## config.mk

```make
export PLATFORM = sky130hd
export DESIGN_NAME = spi_slave_rx
export DESIGN_NICKNAME = d
export VERILOG_FILES = /design/src/rtl/spi_slave_rx.sv
export SDC_FILE = /design/constraint.sdc
export NUM_CORES = 1
export LEC_CHECK = 0
export ABC_AREA = 0
export BUFFER_PORTS_ARGS = -buffer_cell sky130_fd_sc_hd__buf_2
export CORE_AREA = 2 2 74 76
export DETAILED_ROUTE_END_ITERATION = 10
export DIE_AREA = 0 0 76 78
export PLACE_DENSITY_LB_ADDON = 0.25
export SLEW_MARGIN = 20
export SYNTH_ARGS = -nofsm -noshare
export SYNTH_HDL_FRONTEND = slang
export SYNTH_SLANG_ARGS = --single-unit
```

## constraint.sdc

```tcl
create_clock -name clk -period 2.55 [get_ports clk]
set_input_delay 0.51 -clock clk [delete_from_list [all_inputs] [get_ports clk]]
set_output_delay 0.51 -clock clk [all_outputs]
set_load 0.01 [all_outputs]
```

## src/rtl/spi_slave_rx.sv

```systemverilog
// SPI mode-0 slave receiver/transmitter, oversampled in the clk domain.
// Define SPI_SLAVE_FRAME_ERR_EN to build the partial-byte frame_err pulse.
module spi_slave_rx #(
    parameter int SYNC_STAGES = 2,
    parameter bit MSB_FIRST   = 1'b1
) (
    input  logic       clk,
    input  logic       rst_n,
    input  logic       spi_sclk,
    input  logic       spi_cs_n,
    input  logic       spi_mosi,
    output logic       spi_miso,
    input  logic [7:0] tx_byte,
    output logic [7:0] spi_slave_byte,
    output logic       spi_slave_data_valid,
    output logic       frame_err
);

    typedef enum logic {IDLE, ACTIVE} state_e;

    logic [SYNC_STAGES-1:0] sclk_sync_q, sclk_sync_d;
    logic [SYNC_STAGES-1:0] cs_sync_q, cs_sync_d;
    logic [SYNC_STAGES-1:0] mosi_sync_q, mosi_sync_d;
    logic       sclk_prev_q, cs_prev_q;
    logic       sclk_s, cs_s, mosi_s;
    logic       sclk_rise, sclk_fall, cs_rise, cs_fall;

    state_e     state_q, state_d;
    logic [2:0] cnt_q, cnt_d;
    logic [7:0] rx_q, rx_d, rx_next;
    logic [7:0] tx_q, tx_d;
    logic [7:0] byte_q, byte_d;
    logic       valid_q, valid_d;
    logic       miso_q, miso_d;
    logic [2:0] tx_idx;

    assign sclk_sync_d = {sclk_sync_q[SYNC_STAGES-2:0], spi_sclk};
    assign cs_sync_d   = {cs_sync_q[SYNC_STAGES-2:0], spi_cs_n};
    assign mosi_sync_d = {mosi_sync_q[SYNC_STAGES-2:0], spi_mosi};

    assign sclk_s = sclk_sync_q[SYNC_STAGES-1];
    assign cs_s   = cs_sync_q[SYNC_STAGES-1];
    assign mosi_s = mosi_sync_q[SYNC_STAGES-1];

    assign sclk_rise = sclk_s & ~sclk_prev_q;
    assign sclk_fall = ~sclk_s & sclk_prev_q;
    assign cs_rise   = cs_s & ~cs_prev_q;
    assign cs_fall   = ~cs_s & cs_prev_q;

    // cnt_q is the number of bits already clocked in this byte,
    // so it also selects the next MISO bit to present.
    assign tx_idx = MSB_FIRST ? ~cnt_q : cnt_q;

`ifdef SPI_SLAVE_FRAME_ERR_EN
    logic frame_err_q, frame_err_d;
`endif

    always_comb begin
        state_d = state_q;
        cnt_d   = cnt_q;
        rx_d    = rx_q;
        tx_d    = tx_q;
        byte_d  = byte_q;
        valid_d = 1'b0;
        miso_d  = miso_q;
`ifdef SPI_SLAVE_FRAME_ERR_EN
        frame_err_d = 1'b0;
`endif
        rx_next = MSB_FIRST ? {rx_q[6:0], mosi_s}
                            : {mosi_s, rx_q[7:1]};
        if (cs_rise) begin
            state_d = IDLE;
            cnt_d   = 3'd0;
            rx_d    = 8'h00;
            miso_d  = 1'b0;
`ifdef SPI_SLAVE_FRAME_ERR_EN
            frame_err_d = (cnt_q != 3'd0);
`endif
        end else if (cs_fall) begin
            state_d = ACTIVE;
            cnt_d   = 3'd0;
            rx_d    = 8'h00;
            tx_d    = tx_byte;
            miso_d  = MSB_FIRST ? tx_byte[7] : tx_byte[0];
        end else if (state_q == ACTIVE) begin
            if (sclk_rise) begin
                rx_d  = rx_next;
                cnt_d = cnt_q + 3'd1;
                if (cnt_q == 3'd7) begin
                    byte_d  = rx_next;
                    valid_d = 1'b1;
                    tx_d    = tx_byte;
                end
            end else if (sclk_fall) begin
                miso_d = tx_q[tx_idx];
            end
        end
    end

    always_ff @(posedge clk or negedge rst_n) begin
        if (!rst_n) begin
            sclk_sync_q <= '0;
            cs_sync_q   <= '1;
            mosi_sync_q <= '0;
            sclk_prev_q <= 1'b0;
            cs_prev_q   <= 1'b1;
            state_q     <= IDLE;
            cnt_q       <= 3'd0;
            rx_q        <= 8'h00;
            tx_q        <= 8'h00;
            byte_q      <= 8'h00;
            valid_q     <= 1'b0;
            miso_q      <= 1'b0;
`ifdef SPI_SLAVE_FRAME_ERR_EN
            frame_err_q <= 1'b0;
`endif
        end else begin
            sclk_sync_q <= sclk_sync_d;
            cs_sync_q   <= cs_sync_d;
            mosi_sync_q <= mosi_sync_d;
            sclk_prev_q <= sclk_s;
            cs_prev_q   <= cs_s;
            state_q     <= state_d;
            cnt_q       <= cnt_d;
            rx_q        <= rx_d;
            tx_q        <= tx_d;
            byte_q      <= byte_d;
            valid_q     <= valid_d;
            miso_q      <= miso_d;
`ifdef SPI_SLAVE_FRAME_ERR_EN
            frame_err_q <= frame_err_d;
`endif
        end
    end

    assign spi_miso             = miso_q;
    assign spi_slave_byte       = byte_q;
    assign spi_slave_data_valid = valid_q;
`ifdef SPI_SLAVE_FRAME_ERR_EN
    assign frame_err = frame_err_q;
`else
    assign frame_err = 1'b0;
`endif

endmodule
```

Word-level counts from Yosys, hierarchy flattened
Index checks and enable logic that the tools add are counted.
W data, S select, Z words.

cells by class
  add/subtract/negate cells = 1
  $lt $le $gt $ge = 1
  eq/ne operators = 2
  muxes and demuxes = 26
  bitwise logic cells = 11
  reductions and logical operators = 11

operators by type and width
  operator               count
  $mux W8                4
  $mux W7                4
  $mux W1                13
  $mux W3                4
  $reduce_bool A3 Y1     3
  $reduce_bool A2 Y1     4
  $not A1 Y1             6
  $reduce_and A5 Y1      1
  $and A1 B1 Y1          4
  $lt A3 B4 Y1 const B   1
  $reduce_and A4 Y1      1
  $add A3 B1 Y3 const B  1
  $bmux W1 S3            1
  $eq A3 B3 Y1 const B   1
  $ne A3 B1 Y1 const B   1
  $not A3 Y3             1
  $reduce_and A3 Y1      1
  $reduce_and A2 Y1      1

word-level totals
  bits in registers = 37
  input port bits = 13

Logic depth before layout (Yosys ltp)
  depth after elaboration = 8
  depth in mapped cells = 7
  gate-level depth less buffers = 6

Worst setup path after synthesis
No wires, ideal clock.

  kind = reg-to-reg
  from = register cs_prev_q
  to = register byte_q[0] (netlist: spi_slave_byte[0])
  library setup time = 128 ps
  data arrival time = 1635 ps
  data required time = 2422 ps
  setup slack = 788 ps
  cell stages (with the launch flop) = 7
  period minus slack after synthesis = 1762 ps
  cell sequence = dfstp_2 > inv_1 > ha_1 > nor2_1 > and4_1 > buf_2 > mux2_1

between the ends
  word-level cells in the longest chain between the ends = 4
  elaborated cells on any way between the ends = 6
  classes of those cells = bitwise: 5; reduce/logical: 1

ends and longest elaborated chain
  item                             RTL line  text
  from (decl)                      24        logic sclk_prev_q, cs_prev_q;
  from (signal assigned)           122       cs_prev_q <= cs_s;
  $not A1 Y1                       47        assign cs_rise = cs_s & ~cs_prev_q;
  $and A1 B1 Y1                    47
  $not A1 Y1 (no line)             --
  $reduce_and A5 Y1 (no line) (*)  --
  to (signal assigned)             127       byte_q <= byte_d;
  to (decl)                        32        logic [7:0] byte_q, byte_d;

Every way passes the cells marked *; elsewhere a longest branch is shown, timed or not.
A chain may end at the register's enable or synchronous reset.

Worst setup path in the final report
  from = register cs_prev_q
  to = register byte_q[5] (netlist: spi_slave_byte[5])

Same word-level chain as after synthesis.

==> results.sh <==
export IMPL_outcome="finished clean"
export IMPL_io_buffers=22
export IMPL_cp_data_arrival_time_ns=2.12
export IMPL_grt_pass1_wl_um=4270
export IMPL_final_util=0.352
export IMPL_r2r_cells=5
export IMPL_synthCells=111
export IMPL_cp_start_kind="register"
export IMPL_dieWidth_um=76
export IMPL_ys_seq_elements=37
export IMPL_ctsHoldBuffers=0
export IMPL_avgViaCountPerCell=4.17
export IMPL_avgSynthCellArea_um2=13.4
export IMPL_synth_top_family_by_area="multiplexers"
export IMPL_dpl_worst_slack_ns=0.567
export IMPL_drtIter0Drc=25
export IMPL_critical_path_required_ns=2.71
export IMPL_wl_per_cell_um=11.1
export IMPL_fp_dieArea_um2=5930
export IMPL_post_cts_resized=0
export IMPL_max_slew_margin=0.475
export IMPL_worst_pin_slew_ns=0.788
export IMPL_rsz0062_at_grt="false"
export IMPL_clock_sinks=37
export IMPL_synth_edff_count=0
export IMPL_antenna_found_initial=0
export IMPL_async_flop_share=1.00
export IMPL_ir_drop_mv=0.214
export IMPL_synthFlopType="dfrtp_1"
export IMPL_placed_area_um2=1680
export IMPL_power_density_nw_per_um2=712
export IMPL_grt_overflow=0
export IMPL_post_route_period_util=0.770
export IMPL_synth_mux_area_frac=0.170
export IMPL_grt_use_total=0.0930
export IMPL_setup_violations=0
export IMPL_clock_skew_ns=0.00545
export IMPL_h_tree_depth=2
export IMPL_min_delay_path_class="input pin to asynchronous set/reset pin"
export IMPL_cts_setup_buffers=0
export IMPL_ant_nets=0
export IMPL_final_area_um2=1780
export IMPL_hold_viol=0
export IMPL_synthTopCellsByArea="dfrtp_1, mux2_1, dfstp_2, nand2_1, o21ai_1"
export IMPL_endpoint_kind="register"
export IMPL_r2r_slack_ns=0.59
export IMPL_area_growth_pct=19.1
export IMPL_routabilityCongestion=0.746
export IMPL_regArea_um2=930
export IMPL_synth_compound_area_frac=0.0654
export IMPL_die_y_um=78
export IMPL_dr_pass1_iters=6
export IMPL_multi_input_area_um2=533
export IMPL_yosys_area_share_simple=0.0856
export IMPL_clock_latency_ns=0.28
export IMPL_start_util=0.296
export IMPL_nNetsFinal=154
export IMPL_drive_gt1_frac=0.268
export IMPL_grt_pass1_vias=940
export IMPL_timing_max_cap_violations=0
export IMPL_cts_root_buf="clkbuf_8"
export IMPL_critPathMaxFanout=9
export IMPL_cts_clk_slew_worst_paths_ns=0.07
export IMPL_core_um2=5040
export IMPL_antenna_cells=0
export IMPL_syn_num_nets=128
export IMPL_leakagePower_uw=0.000857
export IMPL_synth_most_common_cell="dfrtp_1"
export IMPL_yosys_area_top_type="dfrtp_1"
export IMPL_worstReg2RegEnd="spi_slave_byte[5]"
export IMPL_grt_max_degree=38
export IMPL_fin_crit_ns=1.96
export IMPL_post_synth_top_area_fraction=0.570
export IMPL_syn_area_um2=1490
export IMPL_max_freq_mhz=509
export IMPL_post_synth_most_frequent_cells="dfrtp_1, nand2_1, mux2_1"
export IMPL_hpwlAfterDp_um=1700
export IMPL_core_rowCount=26
export IMPL_synth_fa_ha_area_frac=0.0336
export IMPL_reg2reg_from="cs_prev_q"
export IMPL_cts_tree="yes"
export IMPL_ys_seq_area_frac=0.623
export IMPL_finalMaxSlewViolations=0
export IMPL_routed_wl_um=2310
export IMPL_ys_warn_count=0
export IMPL_cts_buffer_depth=2
export IMPL_setup_slack_ns=0.587
export IMPL_synth_cell_type_count=24
export IMPL_setup_tns_ns=0
export IMPL_synth_xor_area_frac=0
export IMPL_ios=24
export IMPL_cts_buffers=5
export IMPL_dr_total_vias=867
export IMPL_critPathKind="register to register"
export IMPL_drc=0
export IMPL_power_uw=1270
export IMPL_fillers=512
[worst max-delay path, stage by stage (launching register included)]
cell     delay, ns
dfstp_2       0.53
inv_1         0.04
ha_1          0.28
nor2_1        0.17
and4_1        0.46
mux2_1        0.36
[registers in the layout, indices dropped and copies added (netlist names)]
register              count
spi_miso                  1
state_q                   1
sclk_prev_q               1
rx_q                      7
mosi_sync_q               2
tx_q                      8
spi_slave_byte            8
cnt_q                     3
cs_prev_q                 1
spi_slave_data_valid      1
sclk_sync_q               2
cs_sync_q                 2
[per-stage QoR]
stage               hold slack [ns]  cells
global placement              0.331    200
CTS                           0.311    208
finish                        0.316    208
detailed placement            0.335    200
floorplan                     0.214    111
global route                  0.304    208
[routing by layer]
layer  global-route usage  up-vias  share of wire
met5                    0        -              0
met1                0.112      409           0.47
met3               0.0337        4          0.051
met4               0.0491        0          0.014
li1                     -      432              -
met2                0.146       22           0.47
[layout by cell type, fill, tap and decap left out]
cell / synthesis / layout
a31oi_1: 1 / 1
and2b_1: 1 / 1
and4_1: 1 / 1
buf_2: 2 / 22
buf_4: 1 / 1
clkbuf_8: 0 / 7
clkinv_2: 0 / 1
conb_1: 1 / 1
dfrtp_1: 34 / 34
dfstp_2: 3 / 3
ha_1: 4 / 4
inv_1: 2 / 2
mux2_1: 16 / 16
mux2_2: 1 / 1
mux2i_1: 1 / 1
mux4_1: 2 / 2
nand2_1: 21 / 21
nand2b_1: 1 / 1
nand3_1: 1 / 1
nor2_1: 1 / 1
nor2_4: 1 / 1
nor2b_1: 1 / 1
o21ai_1: 11 / 11
o31ai_1: 2 / 2
o31ai_4: 1 / 1
[kinds of logic (layout without fill, tap and decap cells)]
kind of cell,count (synthesis),in the layout
AOI/OAI and AO/OA,15,15
adders and majority gates,4,4
buffers and inverters,6,33
DFF,37,37
muxes,20,20
other,1,1
and+or+nand+nor,28,28
[report_power, final]
part	switching (uW)	internal, uW	leakage, uW
combinational	74.7	74.5	0.000333
sequential	39.1	647	0.000470
clock	186	244	0.0000542
total	300	966	0.000857
[cell type report]
type                       instances  share of cell area
clock buffer                       7              0.0542
clock inverter                     1             0.00282
inverter                           2             0.00423
multi-input combinational         68               0.300
sequential                        37               0.523
tap                               70              0.0493
timing repair buffer              23              0.0662
[how the worst max path moves through the flow]
| stage | cells past startpoint | end | start | slack (ns) |
|---|---|---|---|---|
| 2_1_floorplan | 6 | spi_slave_byte[0] | cs_prev_q | 0.79 |
| 3_3_place_gp | 5 | spi_slave_byte[7] | cs_prev_q | 0.63 |
| 3_5_place_dp | 5 | spi_slave_byte[0] | cs_prev_q | 0.57 |
| 4_1_cts | 5 | spi_slave_byte[7] | cs_prev_q | 0.55 |
| 5_1_grt | 5 | spi_slave_byte[5] | cs_prev_q | 0.41 |
| 6_report | 5 | spi_slave_byte[5] | cs_prev_q | 0.59 |
Note: power is estimated with default switching activity, not from simulation.
